## config.mk

```make
export PLATFORM = sky130hd
export DESIGN_NAME = ysyx_24090013_memarb
export DESIGN_NICKNAME = d
export VERILOG_FILES = /design/src/rtl/ysyx_24090013_memarb_pkg.sv /design/src/rtl/ysyx_24090013_arb_pick.sv /design/src/rtl/ysyx_24090013_memarb.sv
export SDC_FILE = /design/constraint.sdc
export NUM_CORES = 1
export LEC_CHECK = 0
export BUFFER_PORTS_ARGS = -buffer_cell sky130_fd_sc_hd__buf_4
export CORE_ASPECT_RATIO = 1.25
export CORE_MARGIN = 4
export CORE_UTILIZATION = 49
export DETAILED_ROUTE_END_ITERATION = 10
export MAX_ROUTING_LAYER = met4
export PLACE_DENSITY = 0.93
export SETUP_SLACK_MARGIN = 0.3
export SLEW_MARGIN = 20
export SYNTH_ARGS = -nofsm -noshare
export SYNTH_HDL_FRONTEND = slang
export SYNTH_SLANG_ARGS = --single-unit
```

## constraint.sdc

```tcl
create_clock -name clk -period 4.49 [get_ports clk]
set_input_delay 0.898 -clock clk [delete_from_list [all_inputs] [get_ports clk]]
set_output_delay 0.898 -clock clk [all_outputs]
set_load 0.01 [all_outputs]
```

## src/rtl/ysyx_24090013_memarb_pkg.sv

```systemverilog
// Shared definitions for the IFU/LSU memory arbiter: FSM state encoding,
// owner identifiers and grant bit positions.
package ysyx_24090013_memarb_pkg;

   typedef enum logic [1:0] {
      S_IDLE  = 2'd0,
      S_ISSUE = 2'd1,
      S_WAIT  = 2'd2,
      S_RESP  = 2'd3
   } state_t;

   localparam logic OWN_IFU = 1'b0;
   localparam logic OWN_LSU = 1'b1;

   // Bit positions inside the one-hot grant vector.
   localparam int GNT_IFU = 0;
   localparam int GNT_LSU = 1;

endpackage

```

## src/rtl/ysyx_24090013_arb_pick.sv

```systemverilog
// Combinational 2-way picker between IFU and LSU requests.
// Build option: YSYX_24090013_ARB_RR_EN selects round-robin on collisions;
// when undefined the LSU always wins a collision and last_grant is ignored.
module ysyx_24090013_arb_pick
   import ysyx_24090013_memarb_pkg::*;
(
   input  logic       ifu_valid,
   input  logic       lsu_valid,
   input  logic       last_grant,
   output logic [1:0] grant
);

`ifdef YSYX_24090013_ARB_RR_EN
   // On a collision the requester that did not win last time gets the port.
   always_comb begin
      grant = 2'b00;
      if (ifu_valid && lsu_valid) begin
         if (last_grant == OWN_IFU) grant[GNT_LSU] = 1'b1;
         else                       grant[GNT_IFU] = 1'b1;
      end else begin
         grant[GNT_IFU] = ifu_valid;
         grant[GNT_LSU] = lsu_valid;
      end
   end
`else
   logic unused_last_grant;
   assign unused_last_grant = last_grant;

   // Fixed priority: data accesses beat instruction fetch.
   always_comb begin
      grant = 2'b00;
      grant[GNT_LSU] = lsu_valid;
      grant[GNT_IFU] = ifu_valid & ~lsu_valid;
   end
`endif

endmodule

```

## src/rtl/ysyx_24090013_memarb.sv

```systemverilog
// Single-outstanding arbiter sharing one memory port between the IFU
// (read-only) and the LSU (read/write).
// Build option: YSYX_24090013_ARB_RR_EN enables round-robin collision
// resolution with a last_grant register; default is LSU-over-IFU priority.
module ysyx_24090013_memarb
   import ysyx_24090013_memarb_pkg::*;
#(
   parameter int ADDR_W = 32,
   parameter int DATA_W = 32
) (
   input  logic                clk,
   input  logic                rst,
   input  logic                ifu_valid,
   input  logic [ADDR_W-1:0]   ifu_addr,
   output logic                ifu_ready,
   output logic                ifu_rvalid,
   output logic [DATA_W-1:0]   ifu_rdata,
   input  logic                lsu_valid,
   input  logic [ADDR_W-1:0]   lsu_addr,
   input  logic                lsu_wen,
   input  logic [DATA_W-1:0]   lsu_wdata,
   input  logic [DATA_W/8-1:0] lsu_wmask,
   output logic                lsu_ready,
   output logic                lsu_rvalid,
   output logic [DATA_W-1:0]   lsu_rdata,
   output logic                mem_req_valid,
   input  logic                mem_req_ready,
   output logic [ADDR_W-1:0]   mem_addr,
   output logic                mem_wen,
   output logic [DATA_W-1:0]   mem_wdata,
   output logic [DATA_W/8-1:0] mem_wmask,
   input  logic                mem_resp_valid,
   input  logic [DATA_W-1:0]   mem_resp_data
);

   state_t     state;
   logic       owner;
   logic       last_grant;
   logic [1:0] grant;

   ysyx_24090013_arb_pick u_pick (
      .ifu_valid  (ifu_valid),
      .lsu_valid  (lsu_valid),
      .last_grant (last_grant),
      .grant      (grant)
   );

   // Accept pulses are combinational in IDLE and suppressed while in reset.
   assign ifu_ready = ~rst & (state == S_IDLE) & grant[GNT_IFU];
   assign lsu_ready = ~rst & (state == S_IDLE) & grant[GNT_LSU];

`ifdef YSYX_24090013_ARB_RR_EN
   // Remember who won the most recent accept for collision fairness.
   always_ff @(posedge clk) begin
      if (rst) begin
         last_grant <= OWN_IFU;
      end else if (state == S_IDLE && grant != 2'b00) begin
         last_grant <= grant[GNT_LSU];
      end
   end
`else
   assign last_grant = OWN_IFU;
`endif

   // Transaction FSM: accept, issue to memory, wait for response, pulse rvalid.
   always_ff @(posedge clk) begin
      if (rst) begin
         state         <= S_IDLE;
         owner         <= OWN_IFU;
         mem_req_valid <= 1'b0;
         mem_addr      <= '0;
         mem_wen       <= 1'b0;
         mem_wdata     <= '0;
         mem_wmask     <= '0;
         ifu_rvalid    <= 1'b0;
         lsu_rvalid    <= 1'b0;
         ifu_rdata     <= '0;
         lsu_rdata     <= '0;
      end else begin
         ifu_rvalid <= 1'b0;
         lsu_rvalid <= 1'b0;
         case (state)
            S_IDLE: begin
               if (grant != 2'b00) begin
                  owner         <= grant[GNT_LSU];
                  mem_req_valid <= 1'b1;
                  state         <= S_ISSUE;
                  if (grant[GNT_LSU]) begin
                     mem_addr  <= lsu_addr;
                     mem_wen   <= lsu_wen;
                     mem_wdata <= lsu_wdata;
                     mem_wmask <= lsu_wmask;
                  end else begin
                     mem_addr  <= ifu_addr;
                     mem_wen   <= 1'b0;
                     mem_wdata <= '0;
                     mem_wmask <= '0;
                  end
               end
            end
            S_ISSUE: begin
               if (mem_req_ready) begin
                  mem_req_valid <= 1'b0;
                  state         <= S_WAIT;
               end
            end
            S_WAIT: begin
               if (mem_resp_valid) begin
                  state <= S_RESP;
                  // Writes return an ack only; never leak memory data on them.
                  if (owner == OWN_LSU) begin
                     lsu_rvalid <= 1'b1;
                     lsu_rdata  <= mem_wen ? '0 : mem_resp_data;
                  end else begin
                     ifu_rvalid <= 1'b1;
                     ifu_rdata  <= mem_wen ? '0 : mem_resp_data;
                  end
               end
            end
            S_RESP: begin
               state <= S_IDLE;
            end
            default: begin
               state <= S_IDLE;
            end
         endcase
      end
   end

endmodule

```

# --- After elaboration in Yosys (flattened, before gate mapping) ---
# Index checks and enable logic that the tools add are counted.
op_classes:
  n_eq_ne: 6
  muxes: 14
  n_bitwise: 9
  n_reduce_logical: 9
ops:
  columns: ["op", "count"]
  rows:
  - ["$mux W32", 3]
  - ["$reduce_and A3 Y1", 4]
  - ["$pmux W2 S4", 1]
  - ["$mux W2", 3]
  - ["$mux W1", 5]
  - ["$not A1 Y1", 5]
  - ["$and A1 B1 Y1", 4]
  - ["$eq A2 B2 Y1 const B", 2]
  - ["$mux W4", 1]
  - ["$ne A2 B2 Y1 const B", 2]
  - ["$reduce_bool A2 Y1", 2]
  - ["$reduce_or A3 Y1", 1]
  - ["$eq A2 B1 Y1 const B", 1]
  - ["$logic_not A2 Y1", 1]
  - ["$ne A2 B1 Y1 const B", 1]
  - ["$pmux W1 S2", 1]
  - ["$reduce_and A2 Y1", 1]
totals:
  regBits: 139
  inputBits: 139
  elab_cells: 49

# --- Longest topological paths before layout ---
# Gate-level depths: netlist of the first run.
logic_depth:
  ltp_word: 5
  mapped_depth: 8
  depth_no_buf: 5

# --- Modules after synthesis ---
# From an unflattened synthesis of the first run, not the netlist that was laid out.
unflattened:
  hier_cells: 662
  hier_area_um2: 5654.2
modules_own_cells:
  columns: ["mod", "n_inst", "cells_each", "area_per_inst_um2", "seq_area_each_um2"]
  rows:
  - ["ysyx_24090013_memarb", 1, 660, 5632.9, 2782.7]
  - ["ysyx_24090013_arb_pick", 1, 2, 21.3, 0.0]

# --- Least setup slack after synthesis of the first run ---
# OpenSTA, ideal clock, no wires.
synth_path:
  path_kind: "input-to-output"
  startpoint: "input lsu_valid"
  endpoint: "output ifu_ready"
  arrival_ns: 1.670
  t_required_ns: 3.592
  slack_ns: 1.922
  stages: 3
  path_cell_list: "buf_4 -> buf_2 -> nor4bb_1"
synth_via:
  elab_chain_len: 3
synth_rtl:
  columns: ["item", "line", "text"]
  rows:
  - ["start, declared", "ysyx_24090013_memarb.sv:18", "input logic lsu_valid,"]
  - ["$not A1 Y1", "ysyx_24090013_arb_pick.sv:33", "grant[GNT_IFU] = ifu_valid & ~lsu_valid;"]
  - ["$and A1 B1 Y1", "ysyx_24090013_arb_pick.sv:33", null]
  - ["$and A1 B1 Y1", "ysyx_24090013_memarb.sv:49", "assign ifu_ready = ~rst & (state == S_IDLE) & grant[GNT_IFU];"]
  - ["end, declared", "ysyx_24090013_memarb.sv:15", "output logic ifu_ready,"]
# No other way between the ends.

# --- Worst setup path in the final report of the first run ---
layout_path:
  startpoint: "register state[1]"
  endpoint: "output ifu_ready"
layout_via:
  elab_chain_len: 3
layout_rtl:
  columns: ["item", "line", "text"]
  rows:
  - ["start, declared", "ysyx_24090013_memarb.sv:36", "state_t state;"]
  - ["start signal, assigned", "ysyx_24090013_memarb.sv:68", "state <= S_IDLE;"]
  - ["start signal, assigned", "ysyx_24090013_memarb.sv:87", "state <= S_ISSUE;"]
  - ["start signal, assigned", "ysyx_24090013_memarb.sv:104", "state <= S_WAIT;"]
  - ["$logic_not A2 Y1", "ysyx_24090013_memarb.sv:49", null]
  - ["$and A1 B1 Y1 (2 in a row)", "ysyx_24090013_memarb.sv:49", null]
# No other way between the ends.

==> flow_summary.json, run 1 <==
{
  "tns_ns": 0,
  "synth.avg_cell_area_um2": 8.43,
  "numPortBuffers": 276,
  "status": "complete, no violations",
  "hold_viol": 0,
  "synth_fa_ha_area_share_pct": 0.676,
  "yosys_most_used_dff": "dfxtp_1",
  "die_h_um": 127,
  "clock_skew_ns": 0.00603,
  "nets": 1050,
  "io_pins": 277,
  "gp_congestion": 0.783,
  "slew_viol_final": 0,
  "syn_inst": 659,
  "post-place-ws_ns": 1.51,
  "cts_hold_buf": 0,
  "synth_enable_flop_cells": 0,
  "critical_path.endpoint_type": "output port",
  "post-route-period-util_pct": 66.7,
  "irDropWorstVdd_uv": 360,
  "cp_slowest_cell": "buf_4",
  "clk_latency_ns": 0.40,
  "grt_max_degree": 82,
  "place_inst": 1024,
  "synth-compound-area-share_pct": 16.3,
  "die_w_um": 103,
  "crit_arrival_ns": 2.10,
  "rsz0062_at_grt": "no",
  "hpwlAfterDp_um": 12000,
  "power_density_nw_per_um2": 521,
  "yosysWarnings": 0,
  "root_buffer": "clkbuf_16",
  "synthArstFlopShare_pct": 0,
  "post_drt_wl_per_cell_um": 16.0,
  "clk_pin_slew_ns": 0.05,
  "antenna_found_initial": 0,
  "drc": 0,
  "fmax_ghz": 0.334,
  "cts_setup_buffers": 0,
  "syn_area_um2": 5560,
  "final_layout_size_suffix_gt1_share_pct": 36.8,
  "cpPeakStageDelay_ns": 0.43,
  "numCtsBuffers": 17,
  "synth-xor-area-share_pct": 0,
  "clockBufferDepth": 2,
  "final_common_cell": "buf_4",
  "dieArea_um2": 13100,
  "synth_top_family_by_area": "simple AND/OR/NAND/NOR gates",
  "layout_common_cells": "buf_4, nand2_1, dfxtp_1",
  "worstMarginPinSlew_ns": 0.827,
  "area_growth_pct": 47.8,
  "grt_pass1_vias": 5502,
  "diodes": 0,
  "holdCritPathClass": "reg2reg",
  "core-area_um2": 11100,
  "regArea_um2": 2780,
  "path_cells": "inv_1, ha_1, buf_4, nor4bb_1, buf_4",
  "critPathLaunchType": "flip-flop",
  "holdWs_ns": 0.449,
  "maxSlewHeadroom_pct": 44.9,
  "synth-seq-cells": 139,
  "track_usage_pct": 25.8,
  "initial_utilization_pct": 50.1,
  "setup_violations": 0,
  "route.vias.total": 5530,
  "routed_via_density": 5.24,
  "fin_cells": 1055,
  "fp-row-count": 43,
  "clock_sinks": 139,
  "maxCapViolCount": 0,
  "p_leak_nw": 3.64,
  "dr.pass1.iters": 5,
  "synth_mux_area_share_pct": 5.94,
  "drt_iter0_drc": 237,
  "cts_resized": 0,
  "htree_levels": 4,
  "synth-simple-area-share_pct": 21.7,
  "multi_input_area_um2": 2480,
  "yosysSeqAreaShare_pct": 50.1,
  "gr-total-overflow": 0,
  "ys_types": 25,
  "fin_crit_ns": 2.99,
  "fillers": 805,
  "cp_max_fo": 35,
  "synth_nets": 801,
  "grt_first_pass_wirelength_um": 25800,
  "required_ns": 3.59,
  "path_common_cell": "buf_4",
  "critical_path_class": "reg2out",
  "place_area_um2": 7600,
  "final_area_um2": 8210,
  "cts_tree": "done",
  "wirelength_um": 16800,
  "setup_ws_ns": 1.50,
  "drtAntennaViolNets": 0
}
flip-flops by register name, indices dropped and copies added (netlist names):
name and count:
state 2, ifu_rdata 32, mem_wen 1, mem_wdata 32, mem_addr 32, owner 1
ifu_rvalid 1, mem_wmask 4, lsu_rvalid 1, lsu_rdata 32, mem_req_valid 1
where the power goes:
group,internal (mW),total [mW],switching (mW)
Clock,0.916,1.43,0.512
Sequential,1.43,1.54,0.107
Combinational,0.559,1.32,0.757
Total,2.91,4.28,1.38
worst max-delay path, delay by kind of cell, from the launching register on:
family	cells	cell delay, ns
flops	1	0.33
fa+ha+maj	1	0.39
buf+inv	3	0.69
simple gates	1	0.28
layer usage:
metal	share of wire (%)	GRT usage (%)	wire, µm
met2	54	45.6	9020
met4	2.9	10.3	486
met5	0	-	0
met3	7.0	6.61	1170
met1	37	26.8	6160
Yosys cell counts (all sizes together) (2+ instances only):
cell type / n / share of area [%]
a211oi: 32 / 6.1
a21oi: 103 / 9.3
and3: 2 / 0.23
buf: 33 / 3.4
clkbuf: 23 / 1.6
dfxtp: 139 / 50
ha: 3 / 0.68
inv: 6 / 0.41
mux2i: 33 / 5.9
nand2: 168 / 11
nand3: 38 / 3.4
nor2: 37 / 2.5
nor2b: 32 / 3.6
o21a: 2 / 0.27
worst paths after layout:
path / slack, ns / end / cells past startpoint / startpoint
max reg2reg: 2.12 / mem_addr[24]$_SDFFE_PP0P_ / 6 / state[1]$_SDFFE_PP0P_
max: 1.50 / ifu_ready / 5 / state[1]$_SDFFE_PP0P_
min reg2reg: 0.45 / mem_wdata[25]$_SDFFE_PP0P_ / 2 / mem_wdata[25]$_SDFFE_PP0P_
min: 0.45 / mem_wdata[25]$_SDFFE_PP0P_ / 2 / mem_wdata[25]$_SDFFE_PP0P_
layout make-up:
cell class	count	share of cell area, %
Sequential cell	139	33.9
Multi-Input combinational cell	458	30.2
Timing Repair Buffer	286	26.1
Clock buffer	21	5.73
Tap cell	135	2.06
Clock inverter	10	1.71
Inverter	6	0.274
cell families (layout without fill, tap and decap cells):
| logic type | Yosys count | count (layout) |
|---|---|---|
| AO/OA/AOI/OAI | 141 | 141 |
| adder cells (fa/ha/maj) | 3 | 3 |
| buffers and inverters | 62 | 323 |
| flip-flops | 139 | 139 |
| multiplexers | 33 | 33 |
| AND/OR/NAND/NOR | 281 | 281 |
through the flow:
step                      util [%]  total power, mW
after global placement        68.6             2.83
after global routing          74.1             4.50
after CTS                     74.1             4.31
final                         74.1             4.28
after floorplan                  -             2.36
after detailed placement      68.6             2.88
Note: power is estimated with default switching activity, not from simulation.
==> inputs of run 2 (changes only) <==
- CORE_UTILIZATION: 49 -> 46
- PLACE_DENSITY: 0.93 -> 0.88
- clock period: 4.49 -> 2.8 ns (I/O delays scaled with it)
==> run 2 against run 1 <==
Core utilization shrank 3.2 points. Setup slack lost 0.94 ns. Highest routed layer unchanged. Worst hold slack got worse by 0.023 ns. Clock skew rose by 0.0034 ns. Final cell count up 2.7%. Combinational power rose by 61%. Largest cell class unchanged.
==> flow_summary.json, run 2 (synthesis gave the netlist of run 1 again) <==
{
  "gr-total-overflow": 0,
  "cts_tree": "done",
  "slew_viol_final": 0,
  "initial_utilization_pct": 47.4,
  "numCtsBuffers": 17,
  "nets": 1052,
  "critPathLaunchType": "flip-flop",
  "clock_skew_ns": 0.00944,
  "gp_congestion": 0.792,
  "irDropWorstVdd_uv": 432,
  "dieArea_um2": 13900,
  "power_density_nw_per_um2": 841,
  "grt_first_pass_wirelength_um": 26200,
  "hold_viol": 0,
  "clk_latency_ns": 0.41,
  "cts_hold_buf": 0,
  "post_drt_wl_per_cell_um": 15.7,
  "power_mw": 7.00,
  "post-route-period-util_pct": 80.0,
  "multi_input_area_um2": 2480,
  "io_pins": 277,
  "route.vias.total": 5534,
  "htree_levels": 4,
  "p_leak_nw": 3.68,
  "fillers": 923,
  "core-area_um2": 11700,
  "cp_max_fo": 31,
  "layout_common_cells": "buf_4, nand2_1, dfxtp_1",
  "drc": 0,
  "required_ns": 2.24,
  "fp-row-count": 44,
  "root_buffer": "clkbuf_16",
  "critical_path_class": "reg2out",
  "hpwlAfterDp_um": 12100,
  "status": "complete, no violations",
  "grt_max_degree": 87,
  "setup_ws_ns": 0.560,
  "setup_violations": 0,
  "clockBufferDepth": 2,
  "grt_pass1_vias": 5370,
  "fin_crit_ns": 2.24,
  "maxCapViolCount": 0,
  "drt_iter0_drc": 288,
  "post-place-ws_ns": 0.850,
  "cts_resized": 0,
  "clock_sinks": 139,
  "diodes": 0,
  "clk_pin_slew_ns": 0.06,
  "rsz0062_at_grt": "no",
  "drtAntennaViolNets": 0,
  "critical_path.endpoint_type": "output port",
  "crit_arrival_ns": 1.68,
  "tns_ns": 0,
  "maxSlewHeadroom_pct": 39.9,
  "die_w_um": 106,
  "final_common_cell": "buf_4",
  "die_h_um": 131,
  "holdWs_ns": 0.426,
  "final_layout_size_suffix_gt1_share_pct": 37.0,
  "worstMarginPinSlew_ns": 0.901,
  "wirelength_um": 17000,
  "numPortBuffers": 276,
  "area_growth_pct": 49.7,
  "track_usage_pct": 24.4,
  "regArea_um2": 2780,
  "fmax_ghz": 0.446,
  "antenna_found_initial": 0,
  "dr.pass1.iters": 5,
  "holdCritPathClass": "in2reg",
  "routed_via_density": 5.11,
  "cts_setup_buffers": 0
}
## run 2: cell count changes in the layout (fill, tap and decap cells not counted), sizes merged
cell	before	now
clkbuf	21	22
clkinv	3	2
bufinv	3	4
inv	7	8
clkinvlp	3	1
buf	286	288
## run 2: layout make-up
type                       instances  area share [%]
clock buffer                      22            5.82
timing repair buffer             288            26.3
inverter                           6           0.271
clock inverter                     9            1.91
multi-input combinational        458            29.8
tap                              161            2.42
sequential                       139            33.4
## run 2: power by group
| group | internal (mW) | switching (mW) | leakage, nW |
|---|---|---|---|
| Clock | 1.59 | 0.815 | 0.313 |
| Sequential | 2.29 | 0.173 | 1.13 |
| Combinational | 0.928 | 1.20 | 2.23 |
| Total | 4.81 | 2.19 | 3.68 |
## run 2: per-layer routing
metal	global-route usage (%)	routed length, µm	vias up
li1	-	-	2707
met1	26.6	6320	2581
met2	43.8	9140	229
met3	6.63	1310	17
met4	6.48	195	0
met5	-	0	-
## run 2: worst max-delay path, cell delays in order, from the launching register on
cell and delay (ns):
dfxtp_1 0.32, inv_1 0.08, ha_1 0.16, buf_4 0.33, and3_1 0.24, buf_4 0.13
## run 2: final timing paths
check	start	to	slack, ns	cells after the start
max reg2reg	state[0]$_SDFFE_PP0P_	ifu_rdata[30]$_SDFFE_PP0P_	0.93	6
min	lsu_wdata[5]	mem_wdata[5]$_SDFFE_PP0P_	0.43	3
min reg2reg	mem_wdata[24]$_SDFFE_PP0P_	mem_wdata[24]$_SDFFE_PP0P_	0.45	2
max	state[0]$_SDFFE_PP0P_	lsu_ready	0.56	5
## run 2: stage by stage
| step | cell area, µm² | cells | utilization (%) |
|---|---|---|---|
| floorplan | 5560 | 659 | - |
| global placement | 7680 | 1052 | 65.5 |
| detailed placement | 7680 | 1052 | 65.5 |
| CTS | 8320 | 1083 | 70.9 |
| global route | 8320 | 1083 | 70.9 |
| finish | 8320 | 1083 | 70.9 |
